$ cat src/rtl/fetch_unit.sv
// ---------------------------------------------------------------------------
// fetch_unit
//
// Instruction-fetch stage of the single-issue CPU. It holds the program
// counter, presents it to the instruction memory, selects the next PC, and
// captures the returned instruction into the IF/ID pipeline register.
// Decode can stall the stage. A jump or taken branch flushes IF/ID.
// The stage also counts the instructions it retires into IF/ID.
//
// Parameters
//   RESET_PC      PC loaded on reset (word aligned)
//   NOP_INSTR     bubble instruction written into IF/ID on reset and flush
//
// Ports
//   clk             in   clock, all state updates on the rising edge
//   rst             in   synchronous active-high reset
//   imem_addr       out  byte address to instruction memory (mirrors pc)
//   imem_instr      in   instruction returned combinationally for imem_addr
//   stall           in   decode cannot accept; hold pc and IF/ID
//   branch_taken    in   redirect to branch_target
//   branch_target   in   branch destination (byte address)
//   jump            in   redirect to jump_target (beats branch_taken)
//   jump_target     in   jump destination (byte address)
//   instr_id        out  IF/ID instruction
//   pc_id           out  PC of instr_id
//   pc_plus4_id     out  pc_id + 4
//   valid_id        out  IF/ID holds a real fetched instruction
//   fetch_count     out  valid instructions loaded into IF/ID since reset
// ---------------------------------------------------------------------------
module fetch_unit #(
    parameter logic [31:0] RESET_PC  = 32'h0000_0000,
    parameter logic [31:0] NOP_INSTR = 32'h0000_0000
) (
    input  logic        clk,
    input  logic        rst,
    output logic [31:0] imem_addr,
    input  logic [31:0] imem_instr,
    input  logic        stall,
    input  logic        branch_taken,
    input  logic [31:0] branch_target,
    input  logic        jump,
    input  logic [31:0] jump_target,
    output logic [31:0] instr_id,
    output logic [31:0] pc_id,
    output logic [31:0] pc_plus4_id,
    output logic        valid_id,
    output logic [31:0] fetch_count
);

    // Action taken on the next edge, in priority order after reset.
    typedef enum logic [1:0] {
        ACT_JUMP    = 2'd0,
        ACT_BRANCH  = 2'd1,
        ACT_STALL   = 2'd2,
        ACT_ADVANCE = 2'd3
    } fetch_act_e;

    // Redirect targets lose their byte offset; there is no misalignment trap.
    function automatic logic [31:0] word_align(input logic [31:0] addr);
        word_align = addr & 32'hFFFF_FFFC;
    endfunction

    localparam logic [31:0] RESET_PC_ALIGNED = RESET_PC & 32'hFFFF_FFFC;

    logic [31:0] pc_q,          pc_d;
    logic [31:0] instr_id_q,    instr_id_d;
    logic [31:0] pc_id_q,       pc_id_d;
    logic [31:0] pc_plus4_id_q, pc_plus4_id_d;
    logic        valid_id_q,    valid_id_d;
    logic [31:0] fetch_count_q, fetch_count_d;

    fetch_act_e  act_s;
    logic [31:0] pc_plus4_s;

    // The memory path carries nothing but the pc register.
    assign imem_addr  = pc_q;
    assign pc_plus4_s = pc_q + 32'd4;

    // Priority decode of the per-edge action: jump > branch > stall > advance.
    always_comb begin
        act_s = ACT_ADVANCE;
        if (jump) begin
            act_s = ACT_JUMP;
        end else if (branch_taken) begin
            // A redirect overrides stall: the stalled decode slot is squashed.
            act_s = ACT_BRANCH;
        end else if (stall) begin
            act_s = ACT_STALL;
        end else begin
            act_s = ACT_ADVANCE;
        end
    end

    // Next-state values for pc, IF/ID and the fetch counter.
    always_comb begin
        pc_d          = pc_q;
        instr_id_d    = instr_id_q;
        pc_id_d       = pc_id_q;
        pc_plus4_id_d = pc_plus4_id_q;
        valid_id_d    = valid_id_q;
        fetch_count_d = fetch_count_q;

        case (act_s)
            ACT_JUMP: begin
                pc_d          = word_align(jump_target);
                instr_id_d    = NOP_INSTR;
                pc_id_d       = 32'h0000_0000;
                pc_plus4_id_d = 32'h0000_0000;
                valid_id_d    = 1'b0;
            end
            ACT_BRANCH: begin
                pc_d          = word_align(branch_target);
                instr_id_d    = NOP_INSTR;
                pc_id_d       = 32'h0000_0000;
                pc_plus4_id_d = 32'h0000_0000;
                valid_id_d    = 1'b0;
            end
            ACT_STALL: begin
                // Hold everything, including a bubble if the stage is empty.
                pc_d          = pc_q;
                instr_id_d    = instr_id_q;
                pc_id_d       = pc_id_q;
                pc_plus4_id_d = pc_plus4_id_q;
                valid_id_d    = valid_id_q;
            end
            ACT_ADVANCE: begin
                // Additions wrap at 2^32: pc FFFF_FFFC advances to 0.
                pc_d          = pc_plus4_s;
                instr_id_d    = imem_instr;
                pc_id_d       = pc_q;
                pc_plus4_id_d = pc_plus4_s;
                valid_id_d    = 1'b1;
                fetch_count_d = fetch_count_q + 32'd1;
            end
            default: begin
                // Unreachable encoding: park in a flushed, safe state.
                pc_d          = pc_q;
                instr_id_d    = NOP_INSTR;
                pc_id_d       = 32'h0000_0000;
                pc_plus4_id_d = 32'h0000_0000;
                valid_id_d    = 1'b0;
            end
        endcase
    end

    // State registers with synchronous reset that discards pending inputs.
    always_ff @(posedge clk) begin
        if (rst) begin
            pc_q          <= RESET_PC_ALIGNED;
            instr_id_q    <= NOP_INSTR;
            pc_id_q       <= 32'h0000_0000;
            pc_plus4_id_q <= 32'h0000_0000;
            valid_id_q    <= 1'b0;
            fetch_count_q <= 32'h0000_0000;
        end else begin
            pc_q          <= pc_d;
            instr_id_q    <= instr_id_d;
            pc_id_q       <= pc_id_d;
            pc_plus4_id_q <= pc_plus4_id_d;
            valid_id_q    <= valid_id_d;
            fetch_count_q <= fetch_count_d;
        end
    end

    assign instr_id    = instr_id_q;
    assign pc_id       = pc_id_q;
    assign pc_plus4_id = pc_plus4_id_q;
    assign valid_id    = valid_id_q;
    assign fetch_count = fetch_count_q;

endmodule
$ cat config.mk
export PLATFORM = sky130hd
export DESIGN_NAME = fetch_unit
export DESIGN_NICKNAME = d
export VERILOG_FILES = /design/src/rtl/fetch_unit.sv
export SDC_FILE = /design/constraint.sdc
export NUM_CORES = 1
export LEC_CHECK = 0
export CORE_MARGIN = 10
export CORE_UTILIZATION = 40
export DETAILED_ROUTE_END_ITERATION = 16
export GPL_TIMING_DRIVEN = 0
export PLACE_DENSITY = 0.81
export SYNTH_ARGS = -nofsm -noshare
export SYNTH_HDL_FRONTEND = slang
export SYNTH_SLANG_ARGS = --single-unit
$ cat constraint.sdc
create_clock -name clk -period 1.8 [get_ports clk]
set_clock_uncertainty 0.05 [all_clocks]
set_input_delay 0.18 -clock clk [delete_from_list [all_inputs] [get_ports clk]]
set_output_delay 0.18 -clock clk [all_outputs]
set_load 0.005 [all_outputs]
# After elaboration in Yosys (flattened, before gate mapping)
# Cells that the tools add are included.
word_totals:
  reg_bits: 161
  in_bits: 101
  output_inout_bits: 161
  word_cells: 21
classes:
  add_sub_neg: 2
  n_eq_ne: 3
  n_mux: 8
  reduce_logical: 2
ops:
  columns: ["cell", "count"]
  rows:
  - ["one-hot mux 32 bit (2 select lines)", 3]
  - ["one-hot mux 32 bit (3 select lines)", 1]
  - ["adder 32 x 1 -> 32 bit (second input constant)", 1]
  - ["adder 32 x 3 -> 32 bit (second input constant)", 1]
  - ["== test 2 bit (second input constant)", 2]
  - ["two-way mux 2 bit", 2]
  - ["== test 2 x 1 -> 1 bit (second input constant)", 1]
  - ["zero test 2 bit", 1]
  - ["one-hot mux 1 bit (2 select lines)", 1]
  - ["OR reduction 2 bit", 1]
  - ["two-way mux 1 bit", 1]

# Logic depth before layout (Yosys ltp)
depth:
  depth_word: 6
  ltp_mapped: 8

# Worst setup path after synthesis
# OpenSTA, ideal clock, no wires.
synth_timing:
  kind: "reg2reg"
  start: "register pc_q[2], in the netlist imem_addr[2]"
  end: "register pc_plus4_id_q[30], in the netlist pc_plus4_id[30]"
  arrival_ns: 1.896
  required_time_ns: 1.623
  slack_ns: -0.273
  path_stages_with_launch: 7
  path_buffers: 0
  synth_period_minus_slack_ns: 2.073
  path_cell_list: "dfxtp_1 > ha_1 > nand3_1 > nor4_4 > nand2_2 > and3_1 > or3_1"
synth_between:
  elab_chain_len: 2
synth_rtl:
  columns: ["element", "line_no", "text"]
  rows:
  - ["start, declared", "65", "logic [31:0] pc_q, pc_d;"]
  - ["start signal, assigned", "156", "pc_q <= pc_d;"]
  - ["adder 32 x 3 -> 32 bit", "77", "assign pc_plus4_s = pc_q + 32'd4;"]
  - ["one-hot mux 32 bit (2 select lines)", "103", "case (act_s)"]
  - ["end signal, assigned", "159", "pc_plus4_id_q <= pc_plus4_id_d;"]
  - ["end, declared", "68", "logic [31:0] pc_plus4_id_q, pc_plus4_id_d;"]
# Every way passes these cells.
# A chain may end at the register's enable or synchronous reset.

# Worst setup path after layout
layout_timing:
  start: "register pc_q[8], in the netlist imem_addr[8]"
  end: "register pc_q[28], in the netlist imem_addr[28]"
layout_between:
  elab_chain_len: 2
layout_rtl:
  columns: ["element", "line_no"]
  rows:
  - ["adder 32 x 3 -> 32 bit", "77"]
  - ["one-hot mux 32 bit (3 select lines)", "103"]
# Every way passes these cells.

==> results.toml <==
[route]
ant_nets = 0
drtIter0Drc = 779
drcViolationCount = 0
drt-total-wl_mm = 28.98
drt-wirelength-per-cell_microns = 20.61
via_per_inst = 5.546
first_pass_iters = 7
vias = 7798

[status]
status = "finished with violations"
failed_checks = "setup timing"

[layout]
final_cell_mix = "clkdlybuf4s50_1, dfxtp_1, nor2_1, nand2_1, a22oi_1"
final_common_cell = "clkdlybuf4s50_1"
layout.nets = 1271
drive_gt1_frac = 0.1713
area_growth_pct = 57.93
final_util = 0.6412

[clock_network]
cts_tree = "built"
cts.clk_slew.worst_paths_ns = 0.06
clock-sinks = 155
cts_root_buf = "clkbuf_16"
hold_buffers = 0
clk_latency_ns = 0.43
clockBufferDepth = 2
cts_made_buffers = 17
htree_num_levels = 4

[job]
max_cap_viol_count = 0

[yosys]
synth_edf_count = 0
synthCells = 846
synth-seq-cells = 155
synthArstFlopShare = 0
syn_area_sq_um = 6998
yosys.cell_types.count = 52
ys_warn_count = 0
syn_avg_cell_area_sq_um = 8.272
synth-seq-area-share = 0.4434
synth_ff_type = "dfxtp_1"

[pwr]
peakVddDrop_v = 0.0007270
p_clk_frac = 0.423
power.internal_mw = 6.014
switching_share = 0.2585
power_density_nw_per_um2 = 733.9
power_leakage_nw = 4.040
p_seq_frac = 0.447
combPwrFrac = 0.130
netSwitchingPower_mw = 2.097

[hold_path]
min_from = "branch_taken"
hp-class = "input pin to register"

[floorplan]
io_pins = 262
die_h_microns = 152.3
core_area_sq_um = 17240
die_area_sq_um = 23190
dieWidth_microns = 152.3
start_util = 0.4060
rows = 48

[timing]
worstMarginPinSlew_ns = 0.6658
max_slew_margin = 0.5562
fin_crit_sh = 1.056
hold_violations = 0
period_minus_slack_ns = 1.901
finalSetupViolations = 15
slew_violations = 0
rsz0062_at_grt = "true"
fin_setup_tns_ns = -0.6047
clock.fmax_ghz = 0.5259
setup_slack_ns = -0.1014

[setup_path]
critPathArrivalTime_ns = 2.14
critical_path.max_fanout = 4
cp.required_ns = 2.03
crit_type = "register to register"
reg2reg_slack_ns = -0.10
startpoint = "imem_addr[8]"
r2r-start = "imem_addr[8]"
cp-start-kind = "register"
end_kind = "register"

[placement]
port_buffers = 249
dp_hpwl_mm = 20.98
gp_congestion = 0.9154

[global_routing]
grt_pass1_wl_mm = 42.81
grt_start_max_net_pins = 17
grt_overflow = 0
antenna_found_initial = 1
grt_pass1_vias = 7211
track_usage = 0.2309
[power groups by stage]
stage          clock network (mW)  logic [mW]  registers [mW]
5_1_grt                      3.59        1.13            3.63
4_1_cts                      3.45       0.989            3.62
3_5_place_dp                    0       0.947            3.70
2_1_floorplan                   0       0.404            3.67
6_report                     3.43        1.05            3.63
3_3_place_gp                    0       0.938            3.69
[stage by stage]
step                hold slack [ns]  power (mW)  std cells  setup WS [ns]  cell area (sq um)
floorplan                    0.2748       4.075        851       -0.06059               7054
global placement             0.3865       4.632       1325        -0.8512               9828
detailed placement           0.3929       4.642       1325        -0.8444               9828
CTS                          0.2018       8.058       1378      -0.002853              10680
global route                 0.2496       8.349       1405        -0.1814              11050
finish                       0.2092       8.111       1406        -0.1014              11050
[cell type report]
cell class              instances  area (sq um)
clock inverters                10         95.09
diodes                          2         5.005
plain buffers                  72         392.9
multi-input cells             604          3719
well taps                     225         281.5
repair buffers                299          2869
flip-flops and latches        155          3162
clock buffers                  20         456.7
fillers                      1365          6185
inverters                      19         71.32
[flip-flops by register name (all words and copies together) (netlist names)]
name	flops
fetch_count	32
imem_addr	30
instr_id	32
pc_id	30
pc_plus4_id	30
valid_id	1
[worst paths after layout]
| kind | to | depth (start not counted) |
|---|---|---|
| hold / removal | imem_addr[4] | 4 |
| hold reg to reg | pc_plus4_id[31] | 2 |
| setup reg to reg | imem_addr[28] | 8 |
| setup / recovery | imem_addr[28] | 8 |
[timing repair]
action | in CTS | in global routing
gates cloned | 1 | 0
hold endpoints to repair | 0 | 0
resized for setup | 55 | 65
setup buffers | 22 | 28
pin swaps | 12 | 19
endpoints found under the setup margin | 127 | 61
[layer usage]
layer / GRT usage / vias to the layer above / wire length [microns]
li1: - / 3601 / -
met1: 0.2793 / 3669 / 11360
met2: 0.3758 / 448 / 13760
met3: 0.06125 / 80 / 2749
met4: 0.1036 / 0 / 1109
met5: 0 / - / 0
[cell usage after synthesis (all sizes together), types with 2 or more instances]
cell | number | area (sq um)
nor3 | 21 | 145.1
xor2 | 21 | 183.9
a21oi | 59 | 295.3
xnor2 | 31 | 271.5
nor2b | 5 | 31.28
nor4 | 13 | 156.4
buf | 33 | 175.2
a31oi | 3 | 18.77
o32ai | 3 | 26.28
and2 | 6 | 37.54
a22oi | 67 | 503.0
nor2 | 124 | 465.5
a2bb2oi | 2 | 17.52
and4 | 7 | 61.31
clkbuf | 40 | 150.1
a2111oi | 2 | 18.77
o211ai | 7 | 52.55
nand4 | 20 | 146.4
a211oi | 4 | 30.03
dfxtp | 155 | 3103
a31o | 2 | 17.52
o21ai | 44 | 220.2
nand2b | 3 | 18.77
nor3b | 4 | 35.03
or3 | 9 | 56.30
and3 | 4 | 25.02
o22ai | 5 | 31.28
nand3 | 32 | 160.2
or4 | 2 | 15.01
nand2 | 86 | 325.3
inv | 19 | 71.32
ha | 2 | 25.02
[kinds of logic after synthesis]
group | Yosys count | share of synthesized area
AOI/OAI and AO/OA | 204 | 0.1838
DFF | 155 | 0.4434
and+or+nand+nor | 340 | 0.2469
other | 1 | 0.0005359
buffers and inverters | 92 | 0.05668
adders and majority gates | 2 | 0.003575
xor gates and xnor gates | 52 | 0.06508
[worst max-delay path: stages, from the launching register on]
cell and delay (ns):
dfxtp_2 0.34, buf_6 0.12, nand4_4 0.13, buf_4 0.17, nor4_4 0.25, buf_4 0.17
nand4b_1 0.13, xor2_1 0.28, o32ai_1 0.12
Power figures use the tool's default switching activity.
